[src/rtl/fa_serial_adder.sv]
// Bit-serial adder: one full-adder cell processes an LSB-first operand pair over BIT cycles.
// The result is published on sum/cout only when the final bit is done, so sum/cout never show partial values.
module fa_serial_adder #(
    parameter int BIT = 3
) (
    input  logic           clk,
    input  logic           rst_n,
    input  logic           start,
    input  logic [BIT-1:0] a,
    input  logic [BIT-1:0] b,
    input  logic           cin,
    output logic           busy,
    output logic           done,
    output logic [BIT-1:0] sum,
    output logic           cout
);

    typedef enum logic [1:0] {
        IDLE,
        RUN,
        DONE
    } state_t;

    localparam int            CW   = $clog2(BIT);
    localparam logic [CW-1:0] LAST = CW'(BIT - 1);

    state_t         state;
    state_t         state_next;
    logic [BIT-1:0] a_sr;
    logic [BIT-1:0] b_sr;
    logic [BIT-1:0] sum_sr;
    logic           carry;
    logic [CW-1:0]  cnt;

    logic fa_s;
    logic fa_c;
    logic last_bit;

    assign fa_s     = a_sr[0] ^ b_sr[0] ^ carry;
    assign fa_c     = (a_sr[0] & b_sr[0]) | (a_sr[0] & carry) | (b_sr[0] & carry);
    assign last_bit = (cnt == LAST);

    // NOTE: sequential state uses non-blocking assignments so every flop samples pre-edge values.
    always_ff @(posedge clk) begin
        if (!rst_n) begin
            state <= IDLE;
        end else begin
            state <= state_next;
        end
    end

    // NOTE: every output of this block gets a default first, so no path can infer a latch.
    always_comb begin
        state_next = state;
        busy       = 1'b0;
        done       = 1'b0;
        case (state)
            IDLE: begin
                if (start) state_next = RUN;
            end
            RUN: begin
                busy = 1'b1;
                if (last_bit) state_next = DONE;
            end
            DONE: begin
                done       = 1'b1;
                state_next = IDLE;
            end
            default: state_next = IDLE;
        endcase
    end

    always_ff @(posedge clk) begin
        if (!rst_n) begin
            a_sr   <= '0;
            b_sr   <= '0;
            sum_sr <= '0;
            carry  <= 1'b0;
            cnt    <= '0;
            sum    <= '0;
            cout   <= 1'b0;
        end else begin
            case (state)
                IDLE: begin
                    if (start) begin
                        a_sr  <= a;
                        b_sr  <= b;
                        carry <= cin;
                        cnt   <= '0;
                    end
                end
                RUN: begin
                    a_sr   <= a_sr >> 1;
                    b_sr   <= b_sr >> 1;
                    sum_sr <= {fa_s, sum_sr[BIT-1:1]};
                    carry  <= fa_c;
                    cnt    <= cnt + CW'(1);
                    // The last bit is folded in directly, since sum_sr itself lags one edge behind.
                    if (last_bit) begin
                        sum  <= {fa_s, sum_sr[BIT-1:1]};
                        cout <= fa_c;
                    end
                end
                default: ;
            endcase
        end
    end

endmodule
[config.mk]
export PLATFORM = sky130hd
export DESIGN_NAME = fa_serial_adder
export DESIGN_NICKNAME = d
export VERILOG_FILES = /design/src/rtl/fa_serial_adder.sv
export SDC_FILE = /design/constraint.sdc
export NUM_CORES = 1
export LEC_CHECK = 0
export ABC_CLOCK_PERIOD_IN_PS = 1200
export CORE_ASPECT_RATIO = 1.25
export CORE_MARGIN = 3
export CORE_UTILIZATION = 40
export DETAILED_ROUTE_END_ITERATION = 8
export PLACE_DENSITY = 0.73
export SYNTH_ARGS = -nofsm -noshare
export SYNTH_HDL_FRONTEND = slang
export SYNTH_SLANG_ARGS = --single-unit
[constraint.sdc]
create_clock -name clk -period 1.2 [get_ports clk]
set_input_delay 0.36 -clock clk [delete_from_list [all_inputs] [get_ports clk]]
set_output_delay 0.36 -clock clk [all_outputs]
set_load 0.02 [all_outputs]
==> impl_metrics.csv <==
group,metric,value,unit
floorplan,start_util,44.7,%
synth,syn_area_per_cell,9.39,um^2
final_layout,design_area,1080,um^2
drt,vias,665,
critical_path,start_kind,"flop",
critical_path,required,0.84,ns
synth,synth-simple-area-share,22.9,%
final_layout,final_layout_size_suffix_gt1_share,38.3,%
clocking,clockBufferDepth,2,
critical_path,crit_fanout,3,
synth,synth_compound_area_share,18.0,%
global_routing,first_global_vias,677,
floorplan,num_rows,16,
clocking,cts_root_buffer,"clkbuf_4",
clocking,tritoncts,"built",
pwr,p_clk_share,26.5,%
pwr,swShare,26.7,%
global_routing,grt_max_degree,12,
synth,syn-cell-area,742,um^2
min_path,hp-start,"cout$_SDFFE_PN0P_",
pwr,share_seq_of_total_power,53.7,%
clocking,cts_made_buffers,3,
synth,synth_top_family_by_area,"simple AND/OR/NAND/NOR gates",
placement,postPlaceCellArea,953,um^2
drt,routedWlPerCell,14.2,um
min_path,min_path_type,"flop to flop",
synth,ys_ff_latch,17,
floorplan,ios,16,
synth,yosysMostFrequentCell,"dfxtp_1",
placement,portBuffers,15,
timing,final-hold-violation-count,0,
job,cap_violations,0,
timing,setup_violations,4,
synth,synth_mux_area_share,4.05,%
final_layout,finalNetCount,120,
global_routing,grt_pass1_wl,2.79,mm
synth,synth.distinct_cells,27,
timing,worst_slew_pin_slew,0.233,ns
timing,relSlewSlack,84.5,%
timing,fmax,768,MHz
pwr,p_switching,309,uW
synth,syn-num-nets,91,
floorplan,die_y,54.2,um
clocking,cts_htree_levels,1,
final_layout,final_cells,125,
placement,dp.cells,116,
timing,fin_setup_tns,-0.317,ns
placement,dp_hpwl,1.16,mm
drt,wirelength,1.78,mm
synth,yosys-top-cells-count,"17 x dfxtp_1, 14 x nand2_1, 5 x a21boi_0, 4 x nand3_1",
synth,yosys.area.top_type,"dfxtp_1",
pwr,internal-power,849,uW
timing,post-route-period-util,108,%
drt,drc,0,
synth,seq_area_frac_synth,45.9,%
pwr,p_per_area,1070,nW/um^2
critical_path,crit_type,"flop to primary output",
drt,dr.pass1.iters,4,
placement,place.gp.congestion,0.684,
clocking,path_clk_slew,0.10,ns
critical_path,reg2reg_from,"state[1]$_SDFFE_PN0P_",
final_layout,syn_to_final_growth,45.7,%
synth,synthCells,79,
final_layout,fin_util,65.1,%
drt,ant_nets,0,
global_routing,grt_use_total,16.6,%
synth,yosys.area.top_type_share,45.9,%
drt,vias_per_cell,5.32,
floorplan,die-area,2410,um^2
floorplan,die_x,44.5,um
outcome,status,"finished with violations",
synth,synth_area_leaders,"dfxtp_1 46%, nand2_1 7.1%, a21boi_0 5.1%",
timing,skew,0.00867,ns
critical_path,startpoint,"state[1]$_SDFFE_PN0P_",
synth,synth_edf_count,0,
critical_path,crit_arrival,0.94,ns
drt,drt-initial-drc-count,6,
critical_path,cp-end-kind,"primary output",
floorplan,coreArea,1660,um^2
pwr,p_leak,0.466,nW
placement,place_ws,-0.382,ns
synth,ys.warnings.count,0,
global_routing,antenna_found_initial,0,
final_layout,insertedDiodeCount,0,
timing,drv_slew,0,
synth,synthAdderAreaFrac,4.38,%
timing,setup_slack,-0.101,ns
outcome,violations,"setup timing",
pwr,ir_drop,0.000942,V
global_routing,overflow,0,
pwr,combPwrFrac,19.7,%
synth,postSynth.asyncResetShare,0,%
timing,period_needed,1.30,ns
timing,rsz0062_at_grt,"true",
synth,synthXorXnorAreaFrac,0,%
synth,synthFlopType,"dfxtp_1",
clocking,clock_latency,0.30,ns
clocking,cts_sinks,17,
-- registers in the layout (all words and copies together), names as in the netlist --
signal and cells:
cout 1, sum_sr 2, sum 3, state 2, carry 1, cnt 2
b_sr 3, a_sr 3
-- worst paths after layout --
check                              end  slack [ns]  cells past startpoint
hold reg to reg      cout$_SDFFE_PN0P_        0.46                      2
hold / removal       cout$_SDFFE_PN0P_        0.46                      2
setup reg to reg  a_sr[2]$_SDFFE_PN0P_       -0.08                      5
setup / recovery                  busy       -0.10                      3
-- cells by family after synthesis --
logic type / after synthesis
simple gates: 33
fa+ha+maj: 2
buf+inv: 7
compound gates: 17
mux: 3
flops: 17
-- power by group through the flow --
stage                     registers, mW  clock network, mW  logic, mW
after global placement            0.628                  0      0.179
after CTS                         0.619              0.319      0.198
after floorplan                   0.624                  0      0.107
after global routing              0.627              0.346      0.251
after detailed placement          0.629                  0      0.185
final                             0.622              0.307      0.229
-- critical path, cell delays in order (launching register included) --
cell and delay (ns):
dfxtp_2 0.34, nand2b_4 0.15, inv_4 0.05, buf_6 0.10
-- layout by cell type (no fill, tap or decap), drive strengths merged, types with 2 or more instances in the layout --
cell           Yosys  final
nand3              4      4
clkdlybuf4s50      0      8
and3               3      3
o21ba              1      2
o21ai              2      2
o221ai             2      2
dfxtp             17     17
nand2b             2      2
a21boi             8      8
nor3               2      2
nand2             14     14
mux2i              3      3
nor2               3      3
clkbuf             1      3
o211a              3      3
inv                3      3
buf                3     18
or3b               2      2
-- per-stage QoR --
| step | hold WS, ns | power (mW) |
|---|---|---|
| final | 0.463 | 1.16 |
| after global routing | 0.489 | 1.22 |
| after CTS | 0.467 | 1.13 |
| after detailed placement | 0.455 | 0.814 |
| after global placement | 0.447 | 0.807 |
| after floorplan | 0.444 | 0.732 |
-- what timing repair did --
action / in CTS / in global routing
hold buffers: 0 / 0
endpoints found under the hold margin: 0 / 0
endpoints found under the setup margin: 13 / 15
setup buffers: 2 / 4
gates cloned: 0 / 1
pin swaps: 0 / 10
resized for setup: 34 / 21
-- cell type report --
cell class | count | area, um^2
Clock buffer | 3 | 22.5
Clock inverter | 1 | 5.00
Fill cell | 147 | 581
Inverter | 3 | 13.8
Multi-Input combinational cell | 56 | 434
Sequential cell | 17 | 349
Tap cell | 18 | 22.5
Timing Repair Buffer | 27 | 234
-- metal layers --
metal / wire, um / share of wire, % / global-route usage [%]
met1: 719 / 40 / 17.1
met2: 946 / 53 / 28.7
met3: 72 / 4.1 / 6.02
met4: 38 / 2.1 / 9.05
met5: 0 / 0 / 0
No activity file was read; power rests on OpenSTA's default activity.
